## src/rtl/spi_slave_sync.sv

```systemverilog
// ---------------------------------------------------------------------------
// spi_slave_sync
//   SPI slave front end (mode 0, MSB first, active-low cs) that runs entirely
//   on the system clock. sclk, cs and mosi are oversampled through
//   synchronizer chains. Edges are detected on clk, one WIDTH-bit word per
//   frame is deserialized into rx_data, and tx_data (latched at frame start)
//   is shifted out on miso.
//
// Ports
//   clk        system clock, all state on rising edge
//   rst        asynchronous, active-high reset
//   sclk       SPI clock from master (asynchronous to clk)
//   cs         SPI chip select, active-low (asynchronous to clk)
//   mosi       SPI data in (asynchronous to clk)
//   miso       SPI data out, tx_shift MSB while a frame is in progress
//   tx_data    word returned in the frame, sampled only at cs fall
//   rx_data    last complete received word, held until the next rx_valid
//   rx_valid   one-cycle pulse, rx_data was updated
//   frame_err  one-cycle pulse at frame end when the bit count != WIDTH
//   busy       high while a frame is in progress
// ---------------------------------------------------------------------------
module spi_slave_sync #(
  parameter int WIDTH       = 16,
  parameter int SYNC_STAGES = 2
) (
  input  logic             clk,
  input  logic             rst,
  input  logic             sclk,
  input  logic             cs,
  input  logic             mosi,
  output logic             miso,
  input  logic [WIDTH-1:0] tx_data,
  output logic [WIDTH-1:0] rx_data,
  output logic             rx_valid,
  output logic             frame_err,
  output logic             busy
);

  localparam int CNT_W = $clog2(WIDTH + 2);

  typedef enum logic [1:0] {
    IDLE   = 2'd0,
    ACTIVE = 2'd1,
    DONE   = 2'd2
  } state_t;

  state_t state, state_next;

  logic [SYNC_STAGES-1:0] sclk_sync, cs_sync, mosi_sync, warm;
  logic                   sclk_d, cs_d, armed;
  logic                   sclk_s, cs_s, mosi_s;
  logic                   sclk_rise, sclk_fall, cs_rise, cs_fall;
  logic [WIDTH-1:0]       rx_shift, tx_shift, rx_next;
  logic [CNT_W-1:0]       bit_cnt;
  logic                   overrun;

  // Synchronizers preset to an idle bus so reset release produces no edges.
  // NOTE: sequential state uses non-blocking assignments so every flop samples
  // the pre-edge value of its neighbour; blocking here would collapse the chain.
  always_ff @(posedge clk or posedge rst) begin
    if (rst) begin
      sclk_sync <= '0;
      cs_sync   <= '1;
      mosi_sync <= '0;
      warm      <= '0;
      sclk_d    <= 1'b0;
      cs_d      <= 1'b1;
      armed     <= 1'b0;
    end else begin
      sclk_sync <= {sclk_sync[SYNC_STAGES-2:0], sclk};
      cs_sync   <= {cs_sync[SYNC_STAGES-2:0], cs};
      mosi_sync <= {mosi_sync[SYNC_STAGES-2:0], mosi};
      warm      <= {warm[SYNC_STAGES-2:0], 1'b1};
      sclk_d    <= sclk_s;
      cs_d      <= cs_s;
      // A frame may only start after cs has really been seen high: the preset
      // ones draining out of the chain while the pin is low are not a cs fall.
      armed     <= armed | (warm[SYNC_STAGES-1] & cs_s);
    end
  end

  assign sclk_s    = sclk_sync[SYNC_STAGES-1];
  assign cs_s      = cs_sync[SYNC_STAGES-1];
  assign mosi_s    = mosi_sync[SYNC_STAGES-1];
  assign sclk_rise = sclk_s & ~sclk_d;
  assign sclk_fall = ~sclk_s & sclk_d;
  assign cs_rise   = cs_s & ~cs_d;
  assign cs_fall   = armed & ~cs_s & cs_d;
  assign rx_next   = {rx_shift[WIDTH-2:0], mosi_s};

  always_ff @(posedge clk or posedge rst) begin
    if (rst) state <= IDLE;
    else     state <= state_next;
  end

  // NOTE: state_next gets a default before the case so no path leaves it
  // unassigned, which would otherwise infer a latch.
  always_comb begin
    state_next = state;
    unique case (state)
      IDLE:   if (cs_fall) state_next = ACTIVE;
      ACTIVE: begin
        if (cs_rise)
          state_next = IDLE;
        else if (sclk_rise && bit_cnt == CNT_W'(WIDTH - 1))
          state_next = DONE;
      end
      DONE:   if (cs_rise) state_next = IDLE;
      default: state_next = IDLE;
    endcase
  end

  // Datapath. cs_rise is tested first so a coincident sclk edge is ignored.
  always_ff @(posedge clk or posedge rst) begin
    if (rst) begin
      rx_shift  <= '0;
      tx_shift  <= '0;
      rx_data   <= '0;
      bit_cnt   <= '0;
      overrun   <= 1'b0;
      rx_valid  <= 1'b0;
      frame_err <= 1'b0;
    end else begin
      rx_valid  <= 1'b0;
      frame_err <= 1'b0;
      unique case (state)
        IDLE: begin
          if (cs_fall) begin
            tx_shift <= tx_data;
            rx_shift <= '0;
            bit_cnt  <= '0;
            overrun  <= 1'b0;
          end
        end
        ACTIVE: begin
          if (cs_rise) begin
            // Short frame: report it and leave rx_data untouched.
            frame_err <= 1'b1;
          end else begin
            if (sclk_rise) begin
              rx_shift <= rx_next;
              bit_cnt  <= bit_cnt + 1'b1;
              if (bit_cnt == CNT_W'(WIDTH - 1)) begin
                rx_data  <= rx_next;
                rx_valid <= 1'b1;
              end
            end
            if (sclk_fall) tx_shift <= {tx_shift[WIDTH-2:0], 1'b0};
          end
        end
        DONE: begin
          if (cs_rise) begin
            frame_err <= overrun;
          end else if (sclk_rise) begin
            overrun <= 1'b1;
            bit_cnt <= CNT_W'(WIDTH + 1);
          end
        end
        default: ;
      endcase
    end
  end

  assign busy = (state != IDLE);
  assign miso = busy & tx_shift[WIDTH-1];

endmodule

```

## config.mk

```make
export PLATFORM = sky130hd
export DESIGN_NAME = spi_slave_sync
export DESIGN_NICKNAME = d
export VERILOG_FILES = /design/src/rtl/spi_slave_sync.sv
export SDC_FILE = /design/constraint.sdc
export NUM_CORES = 1
export LEC_CHECK = 0
export ABC_CLOCK_PERIOD_IN_PS = 2700
export BUFFER_PORTS_ARGS = -buffer_cell sky130_fd_sc_hd__buf_2
export CAP_MARGIN = 10
export CORE_UTILIZATION = 57
export DETAILED_ROUTE_END_ITERATION = 10
export GPL_TIMING_DRIVEN = 0
export MAX_ROUTING_LAYER = met4
export PLACE_DENSITY = 0.82
export RECOVER_POWER = 100
export SLEW_MARGIN = 30
export SYNTH_ARGS = -nofsm -noshare
export SYNTH_HDL_FRONTEND = slang
export SYNTH_SLANG_ARGS = --single-unit
```

## constraint.sdc

```tcl
create_clock -name clk -period 2.7 [get_ports clk]
set_input_delay 0.135 -clock clk [delete_from_list [all_inputs] [get_ports clk]]
set_output_delay 0.135 -clock clk [all_outputs]
set_load 0.02 [all_outputs]
```

# --- After elaboration in Yosys (flattened, before gate mapping) ---
# Index checks and enable logic that the tools add are counted.
word_totals:
  output_inout_bits: 20
  elab_cells: 82
  ff_bits: 68
  inputBits: 21
op_classes:
  reduce_logical: 12
  n_addsub: 1
  muxes: 30
  n_eq_ne: 11
  n_bitwise: 13
op_table:
  columns: ["op", "n"]
  rows:
  - ["16-bit 2-to-1 mux", 3]
  - ["15-bit 2-to-1 mux", 3]
  - ["16-bit one-hot mux with 2 select lines", 1]
  - ["15-bit one-hot mux with 2 select lines", 1]
  - ["5-bit 2-to-1 mux", 5]
  - ["4-bit AND reduction", 4]
  - ["5-bit one-hot mux with 3 select lines", 1]
  - ["2-bit != test, second input constant", 7]
  - ["1-bit 2-to-1 mux", 9]
  - ["2-bit 2-to-1 mux", 4]
  - ["1-bit bitwise AND", 7]
  - ["2-bit one-hot mux with 3 select lines", 1]
  - ["6-bit AND reduction", 1]
  - ["2-bit nonzero test", 3]
  - ["5-bit by 1-bit adder with 5-bit output, second input constant", 1]
  - ["5-bit by 4-bit == test with 1-bit output, second input constant", 1]
  - ["1-bit inverter", 5]
  - ["1-bit one-hot mux with 2 select lines", 2]
  - ["3-bit != test, second input constant", 1]
  - ["3-bit AND reduction", 1]
  - ["3-bit nonzero test", 1]
  - ["2-bit by 1-bit == test with 1-bit output, second input constant", 1]
  - ["2-bit == test, second input constant", 1]
  - ["2-bit logical NOT", 1]
  - ["other kinds (2)", 2]

# --- Logic depth before layout (Yosys ltp) ---
# Gate-level depths: netlist (run 1).
depth:
  depth_word: 6
  mapped_depth: 8
  ltp_nobuf: 7

# --- Worst setup path after synthesis (run 1) ---
# OpenSTA, ideal clock, no wires.
synth_timing:
  path_kind: "register to register"
  from: "register bit_cnt[0]"
  to: "register rx_data[0]"
  stages_incl_launch_ff: 9
  arrival_ns: 1.791
  synth_period_minus_slack_ns: 1.916
  setup_ns: 0.125
  t_required_ns: 2.575
  setup_slack_ns: 0.784
  n_path_buf: 2
  path_cell_list: "dfrtp_1 -> ha_1 -> and3_1 -> ha_1 -> nand3b_1 -> or3_1 -> buf_6 -> buf_12 -> mux2_4"
synth_via:
  elab_chain_len: 2
synth_rtl:
  columns: ["item", "line", "source"]
  rows:
  - ["start, declared", "54", "logic [CNT_W-1:0] bit_cnt;"]
  - ["start signal, assigned", "142", "bit_cnt <= bit_cnt + 1'b1;"]
  - ["start signal, assigned", "156", "bit_cnt <= CNT_W'(WIDTH + 1);"]
  - ["5-bit by 4-bit == test with 1-bit output", "143", "if (bit_cnt == CNT_W'(WIDTH - 1)) begin"]
  - ["4-bit AND reduction (no line)", null, null]
  - ["end signal, assigned", "144", "rx_data <= rx_next;"]
  - ["end, declared", "33", "output logic [WIDTH-1:0] rx_data,"]
# Every way passes these cells.
# A chain may end at the register's enable or synchronous reset.

# --- Worst setup path in the final report (run 1) ---
layout_timing:
  from: "register bit_cnt[0]"
  to: "register rx_data[7]"
# Same word-level chain as after synthesis.

==> results of run 1 <==
## flip-flops by register name, indices dropped and copies added, names as in the netlist
| register | flops |
|---|---|
| mosi_sync | 2 |
| rx_data | 16 |
| armed | 1 |
| cs_sync | 2 |
| sclk_sync | 2 |
| rx_shift | 15 |
| overrun | 1 |
| bit_cnt | 5 |
| state | 2 |
| sclk_d | 1 |
| warm | 2 |
| rx_valid | 1 |
| tx_shift | 16 |
| cs_d | 1 |
| frame_err | 1 |
## synthesized netlist by cell type, types with 6 or more instances
master | instances | area (µm²)
dfrtp_1 | 65 | 1630
a21oi_1 | 19 | 95.1
a31oi_1 | 17 | 106
mux2i_1 | 17 | 170
a21bo_2 | 15 | 150
nand4_1 | 15 | 93.8
mux2_2 | 10 | 113
inv_1 | 9 | 33.8
mux2_4 | 9 | 135
buf_2 | 8 | 40.0
nand2_1 | 7 | 26.3
ha_1 | 6 | 75.1
## worst paths after layout
check / slack, ns / startpoint / end
worst min register to register: 0.35 / sclk_sync[0] / sclk_sync[1]
max in group asynchronous: 0.66 / rst / bit_cnt[4]
min in group asynchronous: 0.47 / rst / tx_shift[6]
worst min-delay path: 0.06 / tx_data[0] / tx_shift[0]
worst max-delay path: 0.31 / bit_cnt[0] / rx_data[7]
worst max register to register: 0.31 / bit_cnt[0] / rx_data[7]
## per-stage QoR
stage / cell area [µm²] / power (mW) / hold slack [ns] / util (%) / std cells
finish: 3540 / 3.09 / 0.0599 / 68.8 / 377
floorplan: 3050 / 1.96 / 0.139 / - / 246
global route: 3540 / 3.25 / 0.0632 / 68.8 / 377
detailed placement: 3370 / 2.19 / 0.102 / 65.6 / 357
global placement: 3340 / 2.15 / 0.242 / 65.0 / 356
CTS: 3630 / 3.10 / 0.0568 / 70.6 / 377
## worst max-delay path: cells and delay by family (launching register included)
| kind | cells | cell delay, ns |
|---|---|---|
| buffers and inverters | 2 | 0.65 |
| adders and majority gates | 2 | 0.43 |
| DFF | 1 | 0.42 |
| and+or+nand+nor | 3 | 0.44 |
| muxes | 1 | 0.33 |
## report_power, final
part | internal (mW) | total (mW) | leakage, nW | switching [mW]
logic | 0.341 | 0.925 | 0.733 | 0.584
registers | 1.16 | 1.25 | 0.861 | 0.0888
clock network | 0.522 | 0.910 | 0.111 | 0.388
total | 2.03 | 3.09 | 1.70 | 1.06
## metal layers
metal	track usage [%]	vias to the layer above	routed length [µm]
met5	-	-	0
li1	-	1016	-
met2	35.8	62	2690
met4	11.7	0	122
met3	4.42	17	257
met1	32.6	1056	2760
## area by class of cell
class | instances | share of cell area, %
Buffer | 18 | 2.69
Clock buffer | 10 | 3.61
Clock inverter | 6 | 2.48
Inverter | 10 | 1.10
Multi-Input combinational cell | 150 | 33.2
Sequential cell | 68 | 48.2
Tap cell | 70 | 2.48
Timing Repair Buffer | 45 | 6.22
## placed cells by master, fill, tap and decap left out, drive strengths merged, types with 5 or more instances in the layout
cell type	instances
dfrtp	65
inv	10
nand2	7
a21oi	19
buf	28
mux2	19
a31oi	17
a21bo	15
clkbuf	41
o21ai	5
ha	6
mux2i	17
nand4	15
## kinds of logic after synthesis
| family | count (synthesis) | share of synthesized area [%] |
|---|---|---|
| muxes | 36 | 13.7 |
| and+or+nand+nor | 42 | 8.07 |
| adders and majority gates | 6 | 2.46 |
| buffers and inverters | 28 | 4.67 |
| AOI/OAI and AO/OA | 65 | 15.2 |
| other | 1 | 0.123 |
| DFF | 68 | 55.8 |
==> summary.md, run 1 <==
| Metric | Value |
|---|---|
| Status | `finished clean` |
| Core ar. | `about 0.0051 mm²` |
| Post-Syn Area per Cell | `approximately 12 µm²` |
| Crit Path Category | `flip-flop to flip-flop` |
| Ant. Diodes | `0` |
| First drt pass iteration count | `4` |
| # H-tree levels | `3` |
| Pwr dens | `872 mW/mm²` |
| CP Data Required Time | `2.92 ns` |
| Final min period | `around 2.4 ns` |
| Hold-fix buffers, CTS | `4` |
| Yosys warns | `0` |
| Antenna violation net count after detailed routing | `0` |
| Root Buffer | `clkbuf_8` |
| Critical Path Max Stage Delay | `about 0.44 ns` |
| IO Pins | `41` |
| Startpoint Class | `flip-flop` |
| Final net count | `329` |
| Final Wtd Congestion | `between 0.8 and 0.9` |
| Register area | `between 0.0015 and 0.002 mm²` |
| Post-synthesis net count | `approximately 270` |
| Clk_lat worst skew | `about 0.34 ns` |
| Fin crit share | `about 89%` |
| Fmax | `0.418 GHz` |
| Fill count | `between 300 and 400` |
| Sequential share of the synthesized area | `between 50% and 60%` |
| Wire per inst | `roughly 15 µm` |
| Post-synthesis cell count | `between 200 and 250` |
| Maximum vdd ir drop | `roughly 0.00064 V` |
| Vias in the first global route | `roughly 2.1k` |
| Top cell by count, worst path | `ha_1` |
| Number of synthesized register bits | `68` |
| Worst reg2reg path depth | `8` |
| Lkg Pwr | `approximately 1.7 nW` |
| GR Overflow Total | `0` |
| TritonCTS clock tree | `built` |
| HP Class | `primary input to flip-flop` |
| Fin. Hold Viols | `0` |
| Largest net degree at the start of global routing | `a little over 50` |
| Setup Buffers After CTS | `0` |
| CP endpoint kind | `flip-flop` |
| Initial antenna violation count | `0` |
| Top_reg_cell synth | `dfrtp_1` |
| Clock Sinks | `68` |
| Max-slew violations | `0` |
| Crit path max-delay cell type | `clkbuf_1` |
| Layout cell share with drive strength beyond 1 | `between 20 and 30%` |
| Unique masters post-synth | `40` |
| Setup slack after placement | `slightly above 0.5 ns` |
| Multi-input gate area | `between 0.001 and 0.0015 mm²` |
| Fin Clk Skew | `0.0110 ns` |
| Worst slew pin tran | `about 1.2 ns` |
| Clock Tree Buf Depth | `2` |
| Ys async rst share | `between 90% and 100%` |
| IO Port Bufs | `40` |
| Crit path cell chain | `ha_1 -> and3_1 -> ha_1 -> nand3b_1 -> or3_1 -> clkbuf_1 -> buf_12 -> mux2_1` |
| Number of CTS-inserted buffers | `9` |
| Layout area overhead | `15.9%` |
| Final setup margin | `0.306 ns` |
| CP arrival | `between 2 and 3 ns` |
| Post-cts resize count | `0` |
| First-pass GRT wire length | `9750 µm` |
| Post-synth EDFFs | `0` |
| Via/cell ratio | `~5.7` |
| # setup viols final | `0` |
| Cell Area, Synth | `a little over 0.003 mm²` |
| Clock transition at the registers of the reported paths | `around 0.08 ns` |
| Post-DP HPWL | `around 3800 µm` |
| GRT Util Overall | `roughly a quarter` |
| DRC | `0` |
| CP max FO | `10` |
| RSZ-0062 raised after global routing | `false` |
| 1st-iter DRT viols | `roughly 110` |
| Post-Route WL | `just under 6000 µm` |
| Row cnt | `26` |
| Vias | `2151` |
| Die span in x | `75.2 µm` |
| Max cap viols | `0` |
| Hold Path Cell Cnt | `2` |
| Die area | `around 0.0057 mm²` |
| Max-slew headroom | `a little over a fifth` |
| Die height | `75.2 µm` |
| Initial Util | `between 50% and 60%` |
| TNS Setup | `0 ns` |
No activity file was read; power rests on OpenSTA's default activity.
==> run 2: changes to the inputs <==
- CORE_UTILIZATION: 57 -> 35
- PLACE_DENSITY: 0.82 -> 0.56
==> run 2 against run 1 <==
- worst hold slack lost 0.0056 ns
- flip-flop and latch count stayed put
- global-route usage is 9.2 points lower
- combinational power is 0.4% lower
- worst setup slack improved by 0.029 ns
- fmax increased by 1.2%
- routed wire length rose by 0.96%
- clock skew down 0.0050 ns
- clock power shrank 17%
- critical endpoint is now rx_data[4]
==> summary.md, run 2 (synthesized netlist as in run 1, its figures left out) <==
| Metric | Value |
|---|---|
| Root Buffer | `clkbuf_8` |
| Maximum vdd ir drop | `just under 0.0005 V` |
| GR Overflow Total | `0` |
| Vias | `2063` |
| 1st-iter DRT viols | `81` |
| Die span in x | `between 90 and 100 µm` |
| TritonCTS clock tree | `built` |
| Fmax | `about 0.42 GHz` |
| Worst slew pin tran | `between 1 and 1.5 ns` |
| Layout cell share with drive strength beyond 1 | `28.7%` |
| Antenna violation net count after detailed routing | `0` |
| Post-cts resize count | `0` |
| RSZ-0062 raised after global routing | `false` |
| Critical Path Max Stage Delay | `roughly 0.43 ns` |
| Regs by FF count | `rx_data (16), tx_shift (16), rx_shift (15)` |
| Pwr dens | `817 mW/mm²` |
| CP endpoint kind | `flip-flop` |
| Post-DP HPWL | `3960 µm` |
| Crit Path Category | `flip-flop to flip-flop` |
| Inst Count DP | `approximately 400` |
| Max-slew headroom | `18.2%` |
| Ant. Diodes | `0` |
| Commonest non-fill, non-tap cell in the layout | `dfrtp_1` |
| Number of buffers and inverters on the critical path | `2` |
| # setup viols final | `0` |
| TNS Setup | `0 ns` |
| IO Port Bufs | `40` |
| Number of CTS-inserted buffers | `9` |
| Top cell by count, worst path | `ha_1` |
| # H-tree levels | `3` |
| Crit path max-delay cell type | `clkbuf_1` |
| Fin crit share | `approximately 88%` |
| Crit path cell chain | `ha_1 -> and3_1 -> ha_1 -> nand3b_1 -> or3_1 -> clkbuf_1 -> buf_12 -> mux2_4` |
| Lkg Pwr | `about 1.7 nW` |
| Initial antenna violation count | `0` |
| Post-Route WL | `5890 µm` |
| CP Data Required Time | `~3 ns` |
| Fin Clk Skew | `around 0.0061 ns` |
| First drt pass iteration count | `4` |
| Die area | `0.00910 mm²` |
| Startpoint Class | `flip-flop` |
| Most frequent cells in the layout | `dfrtp_1, clkbuf_1, buf_2` |
| Via/cell ratio | `between 5 and 6` |
| Fin. Hold Viols | `0` |
| DRC | `0` |
| CP arrival | `2.60 ns` |
| Clock Sinks | `~70` |
| Critical path's top delay family | `buffers and inverters` |
| Number of non-filler instances in the completed layout | `between 400 and 500` |
| Core ar. | `0.00834 mm²` |
| Max-slew violations | `0` |
| Largest net degree at the start of global routing | `51` |
| First-pass GRT wire length | `roughly 10000 µm` |
| Status | `finished clean` |
| Final Wtd Congestion | `roughly 0.75` |
| Clock transition at the registers of the reported paths | `~0.080 ns` |
| Vias in the first global route | `between 2k and 2.5k` |
| Final net count | `~330` |
| IO Pins | `between 40 and 50` |
| Die height | `roughly 95 µm` |
| Layout area overhead | `17.1%` |
| Core Util, Final | `between 40% and 50%` |
| Max cap viols | `0` |
| Clock Tree Buf Depth | `2` |
| Fill count | `a little over 800` |
| Wire per inst | `~14 µm` |
| Initial Util | `a little over a third` |
| Clk_lat worst skew | `between 0.3 and 0.4 ns` |
| HP Class | `primary input to flip-flop` |
| Row cnt | `33` |
| GRT Util Overall | `15.1%` |
| CP max FO | `10` |
| Final min period | `about 2.4 ns` |
[run 2: cell types whose count changed in the layout (fill, tap and decap cells not counted), sizes merged]
cell,delta
clkinv,-1
clkinvlp,+4
bufinv,-2
clkbuf,-2
inv,-1
buf,+2
[run 2: where the power goes]
group	total, mW	switching, mW	internal [mW]
registers	1.25	0.0854	1.16
clock network	0.753	0.399	0.354
logic	0.921	0.580	0.341
[run 2: path summary, 6_finish.rpt]
kind,from,slack [ns],depth (start not counted),end
max,bit_cnt[0],0.33,8,rx_data[4]
max in group asynchronous,rst,0.63,4,mosi_sync[0]
min reg2reg,warm[0],0.35,0,warm[1]
max reg2reg,bit_cnt[0],0.33,8,rx_data[4]
min,tx_data[0],0.05,2,tx_shift[0]
min in group asynchronous,rst,0.44,3,tx_shift[11]
[run 2: metrics by stage]
stage / area, µm² / total power [mW] / hold WS, ns / setup slack (ns)
detailed placement: 3420 / 2.20 / 0.100 / 0.567
floorplan: 3050 / 1.96 / 0.139 / 0.784
global route: 3580 / 3.13 / 0.0221 / 0.202
finish: 3580 / 2.92 / 0.0543 / 0.335
CTS: 3630 / 2.98 / 0.0314 / 0.547
global placement: 3390 / 2.19 / 0.240 / -0.0418
[run 2: cell type report]
type                            instances  area, µm²  share of cell area [%]
Sequential cell                        68       1710                    47.7
Multi-Input combinational cell        150       1210                    33.7
Timing Repair Buffer                   45        221                    6.19
Clock buffer                           10        138                    3.85
Tap cell                              105        131                    3.67
Buffer                                 18       95.1                    2.66
Clock inverter                          6       40.0                    1.12
Inverter                               10       38.8                    1.08
[run 2: timing repair]
action / CTS / global route
setup buffers: 0 / 0
hold buffers: 4 / 0
endpoints found under the hold margin: 21 / 0
[run 2: routing by layer]
metal  vias up  track usage, %  share of wire [%]
met3         8            5.26                4.7
met4         0            4.48                1.1
met1       995            19.2                 50
met5         -               -                  0
met2        53            22.7                 44
li1       1007               -                  -
